[config.mk]
export PLATFORM = sky130hd
export DESIGN_NAME = ps_fragment_packer
export DESIGN_NICKNAME = d
export VERILOG_FILES = /design/src/rtl/ps_fragment_packer.sv
export SDC_FILE = /design/constraint.sdc
export NUM_CORES = 1
export LEC_CHECK = 0
export ABC_AREA = 1
export BUFFER_PORTS_ARGS = -buffer_cell sky130_fd_sc_hd__buf_4
export CORE_ASPECT_RATIO = 0.6
export CORE_MARGIN = 2
export CORE_UTILIZATION = 45
export DETAILED_ROUTE_END_ITERATION = 6
export MAX_ROUTING_LAYER = met4
export PLACE_DENSITY = 0.68
export SETUP_SLACK_MARGIN = 0.5
export SYNTH_ARGS = -nofsm -noshare
export SYNTH_HDL_FRONTEND = slang
export SYNTH_SLANG_ARGS = --single-unit
[constraint.sdc]
create_clock -name clk -period 4.2 [get_ports clk]
set_input_delay 0.63 -clock clk [delete_from_list [all_inputs] [get_ports clk]]
set_output_delay 0.63 -clock clk [all_outputs]
set_load 0.01 [all_outputs]
[src/rtl/ps_fragment_packer.sv]
// ps_fragment_packer: splits a PacketStream into {fin,len-1} headed, ALIGN-padded fragments.
// Optional idle flush of partial fragments: define PS_FRAGMENT_PACKER_TIMEOUT_EN.
module ps_fragment_packer #(
  parameter int WIDTH   = 8,
  parameter int ALIGN   = 2,
  parameter int MAXLEN  = 16,
  parameter int TIMEOUT = 64
) (
  input  logic             clk,
  input  logic             reset_n,
  input  logic [WIDTH-1:0] i_dat,
  input  logic             i_val,
  input  logic             i_eop,
  output logic             i_rdy,
  output logic [WIDTH-1:0] o_dat,
  output logic             o_val,
  input  logic             o_rdy
);
  localparam int CW = $clog2(MAXLEN + 1);
  localparam int AW = MAXLEN > 1 ? $clog2(MAXLEN) : 1;
  localparam int PW = $clog2(ALIGN + 1);
  if (MAXLEN < 1 || MAXLEN > 2 ** (WIDTH - 1) || ALIGN < 1 || TIMEOUT < 1) begin : g_bad_param
    $error("ps_fragment_packer: illegal parameter combination");
  end
  typedef enum logic [1:0] {st_collect, st_header, st_data, st_pad} state_t;
  state_t           r_state;
  logic [WIDTH-1:0] r_buf [2**AW];
  logic [CW-1:0]    r_wr_cnt;
  logic [CW-1:0]    r_rd_cnt;
  logic [PW-1:0]    r_pad_cnt;
  logic             r_fin;
  logic             w_acc;
  logic             w_full;
  logic             w_last;
  logic             w_tmo;
  logic [PW-1:0]    w_pad;
  assign i_rdy  = r_state == st_collect;
  assign o_val  = r_state != st_collect;
  assign w_acc  = i_val & i_rdy;
  assign w_full = r_wr_cnt == CW'(MAXLEN - 1);
  assign w_last = r_rd_cnt == r_wr_cnt - 1'b1;
  assign w_pad  = PW'((ALIGN - (int'(r_wr_cnt) + 1) % ALIGN) % ALIGN);
  assign o_dat  = r_state == st_header ? {r_fin, (WIDTH-1)'(r_wr_cnt - 1'b1)} :
                  r_state == st_data   ? r_buf[r_rd_cnt[AW-1:0]] : '0;
`ifdef PS_FRAGMENT_PACKER_TIMEOUT_EN
  localparam int TW = TIMEOUT > 1 ? $clog2(TIMEOUT) : 1;
  logic [TW-1:0] r_idle;
  assign w_tmo = r_state == st_collect && !w_acc && r_wr_cnt != '0 && r_idle == TW'(TIMEOUT - 1);
  always_ff @(posedge clk or negedge reset_n)
    if (!reset_n)
      r_idle <= '0;
    else
      r_idle <= (r_state != st_collect || w_acc || w_tmo || r_wr_cnt == '0) ? '0 : r_idle + 1'b1;
`else
  assign w_tmo = 1'b0;
`endif
  // Buffer contents need no reset: every emitted word was written in the same fragment.
  always_ff @(posedge clk)
    if (w_acc) r_buf[r_wr_cnt[AW-1:0]] <= i_dat;
  always_ff @(posedge clk or negedge reset_n) begin
    if (!reset_n) begin
      r_state   <= st_collect;
      r_wr_cnt  <= '0;
      r_rd_cnt  <= '0;
      r_pad_cnt <= '0;
      r_fin     <= 1'b0;
    end else begin
      case (r_state)
        st_collect:
          if (w_acc) begin
            r_wr_cnt <= r_wr_cnt + 1'b1;
            if (i_eop || w_full) begin
              r_fin   <= i_eop;
              r_state <= st_header;
            end
          end else if (w_tmo) begin
            r_fin   <= 1'b0;
            r_state <= st_header;
          end
        st_header: begin
          r_pad_cnt <= w_pad;
          r_rd_cnt  <= '0;
          if (o_rdy) r_state <= st_data;
        end
        st_data:
          if (o_rdy) begin
            r_rd_cnt <= r_rd_cnt + 1'b1;
            if (w_last) begin
              r_wr_cnt <= r_pad_cnt != '0 ? r_wr_cnt : '0;
              r_state  <= r_pad_cnt != '0 ? st_pad : st_collect;
            end
          end
        st_pad:
          if (o_rdy) begin
            r_pad_cnt <= r_pad_cnt - 1'b1;
            if (r_pad_cnt == PW'(1)) begin
              r_wr_cnt <= '0;
              r_state  <= st_collect;
            end
          end
      endcase
    end
  end
endmodule

== Word-level counts from Yosys, hierarchy flattened ==
Memories as Yosys holds them, arrays and structs flattened.
Index checks and enable logic that the tools add are counted.

* Input bits: 13
* Word-level logic and storage cells: 66
* Output and inout bits: 10
* Register bits after elaboration: 15
* Memories kept: 1
* Bits in writable memories: 128

{| class="wikitable"
|+ Memories
! memory !! depth !! bits a word !! read ports !! clocked after Yosys merged registers in !! wr ports !! RTL line !! text
|-
| r_buf || 16 || 8 || 1 || 0 || 1 || 27 || <nowiki>logic [WIDTH-1:0] r_buf [2**AW];</nowiki>
|}

* $add $sub $neg: 7
* Reduce and logical (&&, ||, !) cells: 12
* Bitwise logic cells: 3
* Muxes and demuxes: 24
* Equality and inequality tests: 14

{| class="wikitable"
|+ Operators with widths
! kind !! count
|-
| 5-bit 2-to-1 mux || 7
|-
| 2-bit 2-to-1 mux || 9
|-
| 8-bit 2-to-1 mux || 2
|-
| 5-bit one-hot mux with 3 select lines || 1
|-
| 7-bit AND reduction || 2
|-
| 2-bit != test (second input constant) || 6
|-
| 5-bit by 1-bit adder with 5-bit output (second input constant) || 2
|-
| 5-bit one-hot mux with 2 select lines || 1
|-
| 2-bit one-hot mux with 4 select lines || 1
|-
| 2-bit nonzero test || 4
|-
| 5-bit by 1-bit subtractor with 6-bit output (second input constant) || 1
|-
| 5-bit by 4-bit == test with 1-bit output (second input constant) || 1
|-
| 5-bit == test || 1
|-
| 5-bit by 1-bit subtractor with 5-bit output (second input constant) || 1
|-
| 2-bit by 1-bit == test with 1-bit output (second input constant) || 2
|-
| 2-bit == test (second input constant) || 2
|-
| 2-bit by 1-bit != test with 1-bit output (second input constant) || 2
|-
| 2-bit one-hot mux with 2 select lines || 1
|-
| 2-bit AND reduction || 2
|-
| 3-bit by 2-bit subtractor with 4-bit output (first input constant) || 1
|-
| 3-bit AND reduction || 1
|-
| 3-bit nonzero test || 1
|-
| 1-bit bitwise AND || 2
|-
| 2-bit logical NOT || 1
|-
| 5 further kinds || 6
|}

== Longest topological paths before layout ==
* Word-level depth: 5
* Depth in mapped cells: 12
* Gate-level depth less buffers: 12

== Worst setup path after synthesis ==
OpenSTA, ideal clock, no wires.

* Path type: reg2reg
* Start: reg r_state[1]
* End: mem r_buf[15][0] (enable)
* Setup time: 0.383 ns
* Buffers on the path: 1
* Slack: 1.992 ns
* Arrival: 1.825 ns
* Stages on the path, launching flop included: 7
* Clock period less this slack: 2.208 ns
* Cells stage by stage: dfrtp_1 -> buf_6 -> nor2_1 -> inv_1 -> nor2_2 -> inv_1 -> nor3_1

* Cells in the longest elaborated chain, start to end: 4

{| class="wikitable"
|+ RTL lines
! item !! RTL line !! text
|-
| start, declared || 26 || <nowiki>state_t r_state;</nowiki>
|-
| start signal, assigned || 62 || <nowiki>r_state <= st_collect;</nowiki>
|-
| start signal, assigned || 74 || <nowiki>r_state <= st_header;</nowiki>
|-
| start signal, assigned || 78 || <nowiki>r_state <= st_header;</nowiki>
|-
| 2-bit logical NOT || 37 || <nowiki>assign i_rdy = r_state == st_collect;</nowiki>
|-
| via i_rdy || 14 || <nowiki>output logic i_rdy,</nowiki>
|-
| 1-bit bitwise AND || 39 || <nowiki>assign w_acc = i_val & i_rdy;</nowiki>
|-
| 1-bit 2-to-1 mux || 59 || <nowiki>if (w_acc) r_buf[r_wr_cnt[AW-1:0]] <= i_dat;</nowiki>
|-
| 1-bit 2-to-1 mux (implied by the code) || 59 ||
|-
| end, declared || 27 ||
|}

The timed path passes the listed nets, and every way through them passes these cells.

== Worst setup path in the final report ==
* Start: reg r_rd_cnt[0]
* End: out o_dat[0]

* Cells in the longest elaborated chain, start to end: 3

{| class="wikitable"
|+ RTL lines
! item !! RTL line !! text
|-
| start, declared || 29 || <nowiki>logic [CW-1:0] r_rd_cnt;</nowiki>
|-
| start signal, assigned || 87 || <nowiki>r_rd_cnt <= r_rd_cnt + 1'b1;</nowiki>
|-
| memory read 16 x 8 bit || -- ||
|-
| 8-bit 2-to-1 mux || 44 || <nowiki>r_state == st_data ? r_buf[r_rd_cnt[AW-1:0]] : '0;</nowiki>
|-
| 8-bit 2-to-1 mux || 43 || <nowiki>assign o_dat = r_state == st_header ? {r_fin, (WIDTH-1)'(r_wr_cnt - 1'b1)} :</nowiki>
|-
| end, declared || 15 || <nowiki>output logic [WIDTH-1:0] o_dat,</nowiki>
|}

Every way passes these cells.

==> impl_metrics.tcl <==
set metrics [dict create \
    rows 33 \
    clk_latency_ps 420 \
    fp.dieW_microns 157 \
    layout.nets 605 \
    p_leak_uw 0.00255 \
    max-vdd-ir-drop_v 0.000339 \
    die_area_sq_mm 0.0150 \
    rsz0062_at_grt "no" \
    worst_hold_path_type "input pin to async pin" \
    design_area_sq_mm 0.00718 \
    combPwrFrac_pct 33.5 \
    arrival_ps 2550 \
    yosysWarnings 0 \
    drtAntennaViolNets 0 \
    netlist_instances 563 \
    place_hpwl_mm 9.84 \
    p_sw_uw 1780 \
    cts.hold.buffers_added 0 \
    synth_cell_types 27 \
    powerDensity_mw_per_mm2 686 \
    crit_required_ps 3570 \
    place_congestion 0.955 \
    finClkSkew_ps 7.71 \
    fillerInstances 1149 \
    path_clk_slew_ps 60 \
    ys_seq_elements 143 \
    start_util_pct 46.1 \
    p_int_uw 3140 \
    multi_input_area_sq_mm 0.00180 \
    grt_max_degree 68 \
    die_h_microns 95.5 \
    final_max_slew_viol_count 0 \
    antenna_found_initial 0 \
    crit_path_start_kind "register" \
    post-cts-setup-buffer-count 0 \
    pwr-share-clk_pct 32.2 \
    first_global_vias 4065 \
    io_buffers 22 \
    clockRootBuffer "clkbuf_16" \
    run_status "completed" \
    syn_area_per_cell_sq_um 11.2 \
    seq_area_sq_mm 0.00422 \
    cts_htree_levels 4 \
    clk_path_buf_depth 2 \
    synthesis.area_sq_mm 0.00628 \
    maxCapViolations 0 \
    min_period_ps 3180 \
    crit_fanout 45 \
    insertedDiodeCount 0 \
    drc_errors 0 \
    dr.pass1.iters 5 \
    ys_seq_area_share_pct 67.1 \
    synth_fp_nets 584 \
    wl_mm 15.1 \
    fmax_mhz 315 \
    setup-tns-final_ps 0 \
    viasPerCell 5.68 \
    p_total_uw 4920 \
    cts_tree "yes" \
    grt_pass1_wl_mm 23.0 \
    placed_area_sq_mm 0.00655 \
    grt.total_usage_pct 21.6 \
    cp-end-kind "output pin" \
    overflow 0 \
    syn_to_final_growth_pct 14.2 \
    io_pins 23 \
    cts_resized 0 \
    pwr-share-seq_pct 34.3 \
    switching_share_pct 36.3 \
    cts_sinks 143 \
    worst_slew_pin_slew_ps 1270 \
    cts_buffers 17 \
    slew_headroom_pct 14.5 \
    critPathKind "register to output pin" \
    first_iter_violations 579 \
    via_count 4386 \
    final-hold-violation-count 0 \
    fin_crit_sh_pct 75.7 \
    drive_above_1_share_pct 13.6 \
    core-area_sq_mm 0.0136 \
    post_drt_wl_per_cell_microns 19.5 \
    setup_viol 0 \
]
==> layout make-up <==
class                   instances  area share [%]
clock inverters                13            2.63
well taps                     175            3.05
clock buffers                  19            6.03
inverters                      29            1.52
flip-flops and latches        143            58.8
repair buffers                 27            2.82
multi-input cells             366            25.1
==> critical path, stage by stage (launching register included) <==
cell	delay (ps)
dfrtp_2	410
inv_2	530
buf_4	330
o21ai_0	130
o22ai_1	200
nand2_1	80
nand3_1	110
nand2_1	70
o21ai_0	100
buf_4	150
==> logic make-up after synthesis <==
kind of cell | Yosys count | synth area share [%]
compound gates | 125 | 10.9
fa+ha+maj | 8 | 1.59
buf+inv | 54 | 4.32
flops | 143 | 67.1
simple gates | 233 | 16.0
==> synth_stat cells (all sizes together) <==
cell      n  share of area, %
dfrtp    15               6.0
nand2    77               5.0
o21ai    85               6.8
ha        8               1.6
nor3      5              0.40
o22ai    21               2.1
nor2    118               7.4
nand4     8               1.0
clkinv    1             0.060
nand3    25               2.2
clkbuf    9              0.54
a21oi     7              0.62
inv      28               1.7
edfxtp  128                61
o211ai   12               1.4
buf      16               2.1
==> final timing paths <==
| kind | to | cells past startpoint | from | slack (ps) |
|---|---|---|---|---|
| worst max-delay path | o_dat[0] | 9 | r_rd_cnt[0] | 1020 |
| worst min-delay path | r_pad_cnt[1] | 1 | reset_n | 60 |
| worst max register to register | r_buf[7][3] | 5 | r_state[1] | 1500 |
| worst min register to register | r_fin | 2 | r_fin | 510 |
| max in group asynchronous | r_rd_cnt[0] | 1 | reset_n | 3940 |
| min in group clk | r_fin | 3 | i_eop | 430 |
==> routing by layer <==
layer | part of all wire [%] | vias up | track usage [%]
li1 | - | 2039 | -
met1 | 48 | 2149 | 32.0
met2 | 43 | 183 | 29.3
met3 | 8.4 | 15 | 5.91
met4 | 0.99 | 0 | 5.43
met5 | 0 | - | -
==> power groups by stage <==
stage               sequential, uW  combinational, uW  clock (uW)
floorplan                     1680               1180           0
global placement              1710               1580           0
detailed placement            1710               1610           0
CTS                           1690               1630        1590
global route                  1700               1820        1650
finish                        1690               1650        1580
==> cells in the final DEF, fill, tap and decap left out, types with 6 or more instances in the layout <==
cell type  Yosys  routed
o21ai_0       76      76
clkbuf_16      0      17
nand2_2        6       6
ha_1           8       8
edfxtp_1     128     128
inv_1         23      23
nand3_1       24      24
nor2_1       112     112
buf_4          2      27
dfrtp_1       15      14
nand4_1        7       7
a21oi_1        6       6
o21ai_1        9       9
o22ai_1       21      21
nand2_1       70      70
o211ai_1      12      12
==> stage by stage <==
stage,worst slack (ps),hold slack [ps],utilization (%),std cells
after CTS,1050,65.2,52.6,772
after global routing,909,69.8,52.7,772
final,1020,62.0,52.7,772
after global placement,1260,476,48.0,740
after floorplan,1990,334,-,563
after detailed placement,1450,496,48.1,740
==> state kept, by name, indices dropped and copies added, names as in the netlist <==
signal and cells:
r_buf 128, r_rd_cnt 5, r_wr_cnt 5, r_pad_cnt 2, r_state 2, r_fin 1
(Power assumes the default switching activity.)
